File: src/rtl/tile_stats_accumulator_pkg.sv
// Shared types and constants for the tile statistics accumulator.
// Min/max fields in the result entry exist only when TILE_STATS_MINMAX_EN is defined.
package tile_stats_accumulator_pkg;

    typedef enum logic [1:0] {
        S_IDLE  = 2'd0,
        S_ACCUM = 2'd1,
        S_DONE  = 2'd2
    } state_t;

    localparam int PIX_VAL_W = 8;
    localparam int TILE_X_W  = 6;
    localparam int TILE_Y_W  = 5;

    localparam int DEF_IMAGE_WIDTH  = 640;
    localparam int DEF_IMAGE_HEIGHT = 480;
    localparam int DEF_TILE_SIZE    = 16;
    localparam int DEF_FIFO_DEPTH   = 4;

    localparam logic [PIX_VAL_W-1:0] MIN_INIT = 8'hFF;
    localparam logic [PIX_VAL_W-1:0] MAX_INIT = 8'h00;

    function automatic int tiles_of(input int dim, input int tile);
        return dim / tile;
    endfunction

    function automatic int log2_tile(input int tile);
        return $clog2(tile);
    endfunction

    // Sum never saturates: 8 bits of pixel plus one bit per doubling of the pixel count.
    function automatic int sum_width(input int tile);
        return PIX_VAL_W + 2 * $clog2(tile);
    endfunction

    localparam int TILES_X   = tiles_of(DEF_IMAGE_WIDTH, DEF_TILE_SIZE);
    localparam int TILES_Y   = tiles_of(DEF_IMAGE_HEIGHT, DEF_TILE_SIZE);
    localparam int LOG2_TILE = log2_tile(DEF_TILE_SIZE);
    localparam int SUM_W     = sum_width(DEF_TILE_SIZE);

    typedef struct packed {
        logic [TILE_X_W-1:0]  x;
        logic [TILE_Y_W-1:0]  y;
        logic [PIX_VAL_W-1:0] mean;
`ifdef TILE_STATS_MINMAX_EN
        logic [PIX_VAL_W-1:0] min;
        logic [PIX_VAL_W-1:0] max;
`endif
    } result_t;

    localparam int ENTRY_W = $bits(result_t);

endpackage

File: src/rtl/tile_stats_accumulator_fifo.sv
// Synchronous result FIFO with a registered head entry and same-cycle push/pop.
module tile_result_fifo #(
    parameter int WIDTH = 19,
    parameter int DEPTH = 4
) (
    input  logic             clk,
    input  logic             rst_n,
    input  logic             push,
    input  logic [WIDTH-1:0] push_data,
    input  logic             pop,
    output logic             full,
    output logic             empty,
    output logic [WIDTH-1:0] head_data
);
    localparam int PTR_W = $clog2(DEPTH);
    localparam int CNT_W = PTR_W + 1;

    logic [WIDTH-1:0] mem [DEPTH];
    logic [PTR_W-1:0] wr_ptr;
    logic [PTR_W-1:0] rd_ptr;
    logic [PTR_W-1:0] rd_next;
    logic [CNT_W-1:0] count;
    logic [CNT_W-1:0] remain;
    logic [CNT_W-1:0] count_next;
    logic             head_valid;
    logic             do_pop;
    logic             do_push;

    // A pop in the same cycle frees the slot, so a push into a full FIFO still lands.
    always_comb begin
        do_pop     = pop && head_valid;
        do_push    = push && ((count != CNT_W'(DEPTH)) || do_pop);
        remain     = count - CNT_W'(do_pop);
        count_next = remain + CNT_W'(do_push);
        rd_next    = rd_ptr + PTR_W'(do_pop);
    end

    always_ff @(posedge clk) begin
        if (do_push) begin
            mem[wr_ptr] <= push_data;
        end
    end

    always_ff @(posedge clk or negedge rst_n) begin
        if (!rst_n) begin
            wr_ptr     <= '0;
            rd_ptr     <= '0;
            count      <= '0;
            head_valid <= 1'b0;
            head_data  <= '0;
        end else begin
            if (do_push) begin
                wr_ptr <= wr_ptr + PTR_W'(1);
            end
            rd_ptr     <= rd_next;
            count      <= count_next;
            head_valid <= (count_next != '0);
            // An empty FIFO forwards the incoming entry straight into the head register.
            if (count_next != '0) begin
                head_data <= (remain == '0) ? push_data : mem[rd_next];
            end
        end
    end

    assign full  = (count == CNT_W'(DEPTH));
    assign empty = !head_valid;

endmodule

File: src/rtl/tile_stats_accumulator.sv
// Per-tile mean/min/max over a tile-raster pixel stream, queued to a valid/ready consumer.
// Define TILE_STATS_MINMAX_EN to build the min/max comparators; otherwise o_min/o_max are 0.
module tile_stats_accumulator
    import tile_stats_accumulator_pkg::*;
#(
    parameter int IMAGE_WIDTH       = DEF_IMAGE_WIDTH,
    parameter int IMAGE_HEIGHT      = DEF_IMAGE_HEIGHT,
    parameter int TILE_SIZE         = DEF_TILE_SIZE,
    parameter int RESULT_FIFO_DEPTH = DEF_FIFO_DEPTH
) (
    input  logic                 iClk,
    input  logic                 iRst,
    input  logic                 i_frame_start,
    input  logic [PIX_VAL_W-1:0] i_tile_data,
    input  logic                 i_tile_data_valid,
    output logic                 o_stat_valid,
    input  logic                 i_stat_ready,
    output logic [TILE_X_W-1:0]  o_tile_x,
    output logic [TILE_Y_W-1:0]  o_tile_y,
    output logic [PIX_VAL_W-1:0] o_mean,
    output logic [PIX_VAL_W-1:0] o_min,
    output logic [PIX_VAL_W-1:0] o_max,
    output logic                 o_overflow,
    output logic                 o_frame_done
);
    localparam int N_TILES_X = tiles_of(IMAGE_WIDTH, TILE_SIZE);
    localparam int N_TILES_Y = tiles_of(IMAGE_HEIGHT, TILE_SIZE);
    localparam int PIX_W     = 2 * log2_tile(TILE_SIZE);
    localparam int ACC_W     = sum_width(TILE_SIZE);

    localparam logic [TILE_X_W-1:0] LAST_X = TILE_X_W'(N_TILES_X - 1);
    localparam logic [TILE_Y_W-1:0] LAST_Y = TILE_Y_W'(N_TILES_Y - 1);

    state_t              state;
    logic [PIX_W-1:0]    pix_cnt;
    logic [ACC_W-1:0]    sum;
    logic [TILE_X_W-1:0] tile_x;
    logic [TILE_Y_W-1:0] tile_y;
    result_t             result;
    logic                push_pending;

    logic                beat;
    logic                last_pix;
    logic                last_tile;
    logic [PIX_W-1:0]    pix_base;
    logic [ACC_W-1:0]    sum_base;
    logic [ACC_W-1:0]    sum_next;
    logic [TILE_X_W-1:0] x_base;
    logic [TILE_Y_W-1:0] y_base;

`ifdef TILE_STATS_MINMAX_EN
    logic [PIX_VAL_W-1:0] min_acc;
    logic [PIX_VAL_W-1:0] max_acc;
    logic [PIX_VAL_W-1:0] min_base;
    logic [PIX_VAL_W-1:0] max_base;
    logic [PIX_VAL_W-1:0] min_next;
    logic [PIX_VAL_W-1:0] max_next;
`endif

    result_t head;
    logic    fifo_full;
    logic    fifo_empty;
    logic    pop;
    logic    drop;

    // A frame start restarts accumulation in the same cycle, so a coincident beat is pixel 0 of (0,0).
    always_comb begin
        beat      = i_tile_data_valid && (i_frame_start || (state == S_ACCUM));
        pix_base  = i_frame_start ? '0 : pix_cnt;
        sum_base  = i_frame_start ? '0 : sum;
        x_base    = i_frame_start ? '0 : tile_x;
        y_base    = i_frame_start ? '0 : tile_y;
        last_pix  = (pix_base == {PIX_W{1'b1}});
        last_tile = (x_base == LAST_X) && (y_base == LAST_Y);
        sum_next  = sum_base + ACC_W'(i_tile_data);
`ifdef TILE_STATS_MINMAX_EN
        min_base  = i_frame_start ? MIN_INIT : min_acc;
        max_base  = i_frame_start ? MAX_INIT : max_acc;
        min_next  = (i_tile_data < min_base) ? i_tile_data : min_base;
        max_next  = (i_tile_data > max_base) ? i_tile_data : max_base;
`endif
    end

    always_ff @(posedge iClk or negedge iRst) begin
        if (!iRst) begin
            state        <= S_IDLE;
            pix_cnt      <= '0;
            sum          <= '0;
            tile_x       <= '0;
            tile_y       <= '0;
            result       <= '0;
            push_pending <= 1'b0;
            o_frame_done <= 1'b0;
`ifdef TILE_STATS_MINMAX_EN
            min_acc      <= MIN_INIT;
            max_acc      <= MAX_INIT;
`endif
        end else begin
            push_pending <= beat && last_pix;
            o_frame_done <= (state == S_DONE);

            if (i_frame_start) begin
                state   <= S_ACCUM;
                pix_cnt <= '0;
                sum     <= '0;
                tile_x  <= '0;
                tile_y  <= '0;
`ifdef TILE_STATS_MINMAX_EN
                min_acc <= MIN_INIT;
                max_acc <= MAX_INIT;
`endif
            end else if (state == S_DONE) begin
                state <= S_IDLE;
            end

            if (beat) begin
                if (last_pix) begin
                    result.x    <= x_base;
                    result.y    <= y_base;
                    result.mean <= sum_next[ACC_W-1 -: PIX_VAL_W];
`ifdef TILE_STATS_MINMAX_EN
                    result.min  <= min_next;
                    result.max  <= max_next;
                    min_acc     <= MIN_INIT;
                    max_acc     <= MAX_INIT;
`endif
                    pix_cnt <= '0;
                    sum     <= '0;
                    if (x_base == LAST_X) begin
                        tile_x <= '0;
                        tile_y <= (y_base == LAST_Y) ? '0 : y_base + TILE_Y_W'(1);
                    end else begin
                        tile_x <= x_base + TILE_X_W'(1);
                    end
                    if (last_tile) begin
                        state <= S_DONE;
                    end
                end else begin
                    pix_cnt <= pix_base + PIX_W'(1);
                    sum     <= sum_next;
`ifdef TILE_STATS_MINMAX_EN
                    min_acc <= min_next;
                    max_acc <= max_next;
`endif
                end
            end
        end
    end

    assign pop  = o_stat_valid && i_stat_ready;
    assign drop = push_pending && fifo_full && !pop;

    // A drop in the same cycle as a frame start still leaves the flag set.
    always_ff @(posedge iClk or negedge iRst) begin
        if (!iRst) begin
            o_overflow <= 1'b0;
        end else if (drop) begin
            o_overflow <= 1'b1;
        end else if (i_frame_start) begin
            o_overflow <= 1'b0;
        end
    end

    tile_result_fifo #(
        .WIDTH (ENTRY_W),
        .DEPTH (RESULT_FIFO_DEPTH)
    ) u_fifo (
        .clk       (iClk),
        .rst_n     (iRst),
        .push      (push_pending),
        .push_data (result),
        .pop       (pop),
        .full      (fifo_full),
        .empty     (fifo_empty),
        .head_data (head)
    );

    assign o_stat_valid = !fifo_empty;
    assign o_tile_x     = head.x;
    assign o_tile_y     = head.y;
    assign o_mean       = head.mean;
`ifdef TILE_STATS_MINMAX_EN
    assign o_min        = head.min;
    assign o_max        = head.max;
`else
    assign o_min        = '0;
    assign o_max        = '0;
`endif

endmodule

File: config.mk
export PLATFORM = sky130hd
export DESIGN_NAME = tile_stats_accumulator
export DESIGN_NICKNAME = d
export VERILOG_FILES = /design/src/rtl/tile_stats_accumulator_pkg.sv /design/src/rtl/tile_stats_accumulator_fifo.sv /design/src/rtl/tile_stats_accumulator.sv
export SDC_FILE = /design/constraint.sdc
export NUM_CORES = 1
export LEC_CHECK = 0
export BUFFER_PORTS_ARGS = -buffer_cell sky130_fd_sc_hd__buf_2
export CAP_MARGIN = 10
export CELL_PAD_IN_SITES_DETAIL_PLACEMENT = 1
export CELL_PAD_IN_SITES_GLOBAL_PLACEMENT = 1
export CORE_ASPECT_RATIO = 0.5
export CORE_MARGIN = 5
export CORE_UTILIZATION = 55
export CTS_BUF_LIST = sky130_fd_sc_hd__clkbuf_8
export DETAILED_ROUTE_END_ITERATION = 10
export GPL_TIMING_DRIVEN = 0
export HOLD_SLACK_MARGIN = 0.1
export PLACE_DENSITY_LB_ADDON = 0.15
export REMOVE_ABC_BUFFERS = 1
export SLEW_MARGIN = 10
export SYNTH_ARGS = -nofsm -noshare
export SYNTH_HDL_FRONTEND = slang
export SYNTH_SLANG_ARGS = --single-unit
export TNS_END_PERCENT = 20
File: constraint.sdc
create_clock -name iClk -period 4.04 [get_ports iClk]
set_clock_uncertainty 0.15 [all_clocks]
set_input_delay 0.606 -clock iClk [delete_from_list [all_inputs] [get_ports iClk]]
set_output_delay 0.606 -clock iClk [all_outputs]
set_load 0.03 [all_outputs]
==> impl_results.md <==
* Outcome: complete, no violations
* Share of cells above drive strength 1 at about 17%
* Area leader, netlist: edfxtp_1
* Clk slew on worst S/H paths at around 0.1 ns
* Fin nets at 661
* WL/cell at slightly below 20 um
* Pre-antenna DRT Iters at 5
* Clock latency on the worst-skew pair at approximately 0.46 ns
* Routed Antenna Nets at 0
* Min-delay src: u_fifo.head_data[6]$_DFFE_PN0P_
* Residual DRC at 0
* Commonest non-fill, non-tap cells in the layout: dfrtp_1, nand2_1, edfxtp_1
* Worst Path Required at 4.24 ns
* Num rows at 30
* Pin count of the biggest net entering global routing at 48
* M2 GR Usage at a little under two fifths
* Vias in the first global route at about 5,000
* Worst VDD drop at 0.0002467 V
* HP Class: reg -> reg
* Crit-path cells: buf_2, nor2b_1, ha_1, fa_1, a21o_1, a221oi_1, o21ai_0, xnor2_1, o31ai_1
* Main area contributors after synthesis: edfxtp_1, dfrtp_1, mux4_2, nand2_1, ha_1
* Synth Area in XOR/XNOR at 2.473%
* # setup viols final at 0
* Top_reg_cell synth: dfrtp_1
* Reg2reg setup slack at between 0.8 and 0.9 ns
* P_int at about 2500 uW
* CP Buf/Inv Count at 1
* Complex-gate fraction of the synthesized area at under 10%
* Post-route setup slack at roughly 0.43 ns
* Clk pwr share at a little under a third
* Post-synth EDFFs at 76
* Layout overhead on the synthesized area at 9.521%
* Synth top area share at 30.68%
* Finished Layout Cells at approximately 820
* Critical path arrival at 3.81 ns
* Via density at approximately 5.8
* Placement Setup Slack at -0.6832 ns
* Number of buffers added on ports at 34
* Starting Density at around 56%
* Overflow left after global routing at 0
* Die height at approximately 90 um
* Worst R2R End: result[15]$_DFFE_PN0P_
* I/O pin total at 51
* Dpl cells at 782
* Main combinational cell family by area after synthesis: simple AND/OR/NAND/NOR gates
* Clock Path Buffers at 2
* HPWL after detailed placement at 10.80 mm
* Global-route wire length before repair at around 27 mm
* Levels on crit path at 9
* Logic pwr share at a little over a fifth
* Power Density at approximately 460 nW/um^2
* Grt met1 use at 27.82%
* Overall Power at between 3000 and 4000 uW
* Fin crit period at between 3 and 4 ns
* Worst flop-to-flop path startpoint: state[0]$_DFF_PN0_
* Start point of the critical path: i_frame_start
* Mux cell area share after synthesis at 8.612%
* Max Slew Vio Count at 0
* H-Tree Depth at 4
* Switching share of power at 32.07%
* Avg Inst Size Synth at roughly 13 um^2
* Synth Area in Simple Gates at 13.34%
* Max Cap Violations at 0
* Lkg Pwr at 0.003614 uW
* Slew margin rel. at between 20% and 30%
* Asr flop ratio synth at a little over half
* Final period util at between 80% and 90%
* Layout fillers at ~1,400
* Final hold vios at 0
* Post-synthesis sequential area ratio at 59.61%
* Initial drt markers at roughly 290
* Die width at about 170 um
* Antenna cells at 0
* # Post-CTS Setup Buffers at 0
* Crit-path max cell delay at ~0.67 ns
* Commonest non-fill, non-tap cell in the layout: dfrtp_1
* Hold EP: u_fifo.head_data[6]$_DFFE_PN0P_
* Yosys Warn Count at 0
* Reg2Reg Depth at 5
* Syn Inst Count at 593
* Core box area at about 13,000 um^2
* # clock sinks at approximately 160
* Switch Pwr at about 1200 uW
* Critical path peak fanout at 44
* Number of synthesized register bits at approximately 160
* Root buffer cell: clkbuf_8
* Startpoint types: input pin
* Met3 Use GR at under 10%
* Overall Global Routing Usage at between 20% and 30%
* Cell count of the worst hold path at 2
* Setup crit end kind: flop
* CP max-delay cell: buf_2
* Worst hold slack at 0.3341 ns
* CTS buffer count at 17
* F_max at 277.1 MHz
* Crit path max-delay family: compound AO/OA/AOI/OAI gates
* WS Path Type: in -> reg
* RSZ-0062 raised after global routing: no
* Final WL at roughly 16 mm
* Placer Congestion at between 0.7 and 0.8
* Top Usage Layer GRT: met2
* Initial antenna violation count at 0
* Adder-cell share of the synthesized area at under 10%
* Die area at ~16,000 um^2
* Slew @ Worst Pin at 1.112 ns
* Fraction of power consumed by sequential logic at 48.0%
* Post-Syn Area at about 7400 um^2
* Vias at ~4,700
* CTS tree: done
* Library cells used by synthesis at 59
-- flip-flops by register name, summed over array words and instances (netlist names) --
name,cells
u_fifo.wr_ptr,2
u_fifo.head_valid,1
sum,16
u_fifo.head_data,19
o_overflow,1
o_frame_done,1
pix_cnt,8
u_fifo.rd_ptr,2
u_fifo.mem,76
tile_y,5
push_pending,1
u_fifo.count,3
state,2
result,19
tile_x,6
-- worst register-to-register path: cells and delay by family (launching register included) --
family / cells / cell delay [ns]
buf+inv: 1 / 0.44
flops: 1 / 0.43
compound gates: 1 / 0.88
mux: 1 / 0.39
simple gates: 2 / 0.76
-- area by class of cell --
class                           count  area, um^2  area share [%]
Clock buffer                       17       234.0           2.872
Multi-Input combinational cell    392        2816           34.57
Tap cell                          176       220.2           2.703
Timing Repair Buffer               39       240.2           2.949
Clock inverter                     15       145.1           1.782
Inverter                           14       56.30          0.6911
Sequential cell                   162        4434           54.43
-- how the worst max path moves through the flow --
stage / end / slack, ns
finish: result[2]$_DFFE_PN0P_ / 0.43
detailed placement: result[15]$_DFFE_PN0P_ / -0.68
global route: result[2]$_DFFE_PN0P_ / 0.25
floorplan: u_fifo.head_data[0]$_DFFE_PN0P_ / -0.07
CTS: result[15]$_DFFE_PN0P_ / 0.18
global placement: u_fifo.head_data[15]$_DFFE_PN0P_ / -1.62
-- Yosys cell counts, types with 2 or more instances --
library cell	n
a21o_1	4
buf_1	3
and4_1	2
mux2_2	2
and3_1	8
a211oi_1	2
nand4_1	4
nand2_1	80
xor2_1	5
and2b_1	3
dfrtp_1	86
o211ai_1	4
a22o_1	6
xnor2_1	16
nor4_1	2
and4b_1	2
inv_1	13
mux2i_1	19
edfxtp_1	76
nand2b_1	3
a31o_2	2
nor3b_1	2
nor2_1	14
or3_1	5
buf_2	7
nand3_1	20
buf_4	16
nand3b_1	2
o21ai_0	45
mux4_2	19
a211o_1	4
a21oi_1	11
a32o_1	4
and2_1	6
ha_1	21
a31oi_1	6
nor2b_1	26
clkbuf_1	13
nor3_1	6
o2111ai_1	5
-- metrics by stage --
stage	TNS, ns	cell area, um^2	util [%]
floorplan	-1.326	7274	-
global placement	-39.09	7665	57.20
detailed placement	-8.185	7751	57.84
CTS	0	8140	60.75
global route	0	8147	60.79
finish	0	8147	60.79
-- power by group through the flow --
stage	sequential, uW	combinational (uW)	clock, uW
6_report	1790	785	1150
5_1_grt	1790	854	1260
4_1_cts	1790	797	1170
3_5_place_dp	1820	795	0
3_3_place_gp	1820	728	0
2_1_floorplan	1820	535	0
-- routing by layer --
metal | up-vias | share of wire, %
met1 | 2397 | 45
met4 | 0 | 1.2
met3 | 15 | 4.5
met5 | - | 0
li1 | 2203 | -
met2 | 105 | 50
-- what timing repair did --
action,in CTS,in global routing
resized for setup,1,2
hold endpoints to repair,39,0
endpoints found under the setup margin,12,2
hold buffers,1,0
-- cell families (layout without fill, tap and decap cells) --
kind of cell,after synthesis,in the layout
XOR/XNOR,21,21
buffers and inverters,54,85
multiplexers,40,40
other,1,16
flip-flops,162,162
adder cells (fa/ha/maj),22,22
AO/OA/AOI/OAI,99,99
AND/OR/NAND/NOR,194,194
Power figures use the tool's default switching activity.
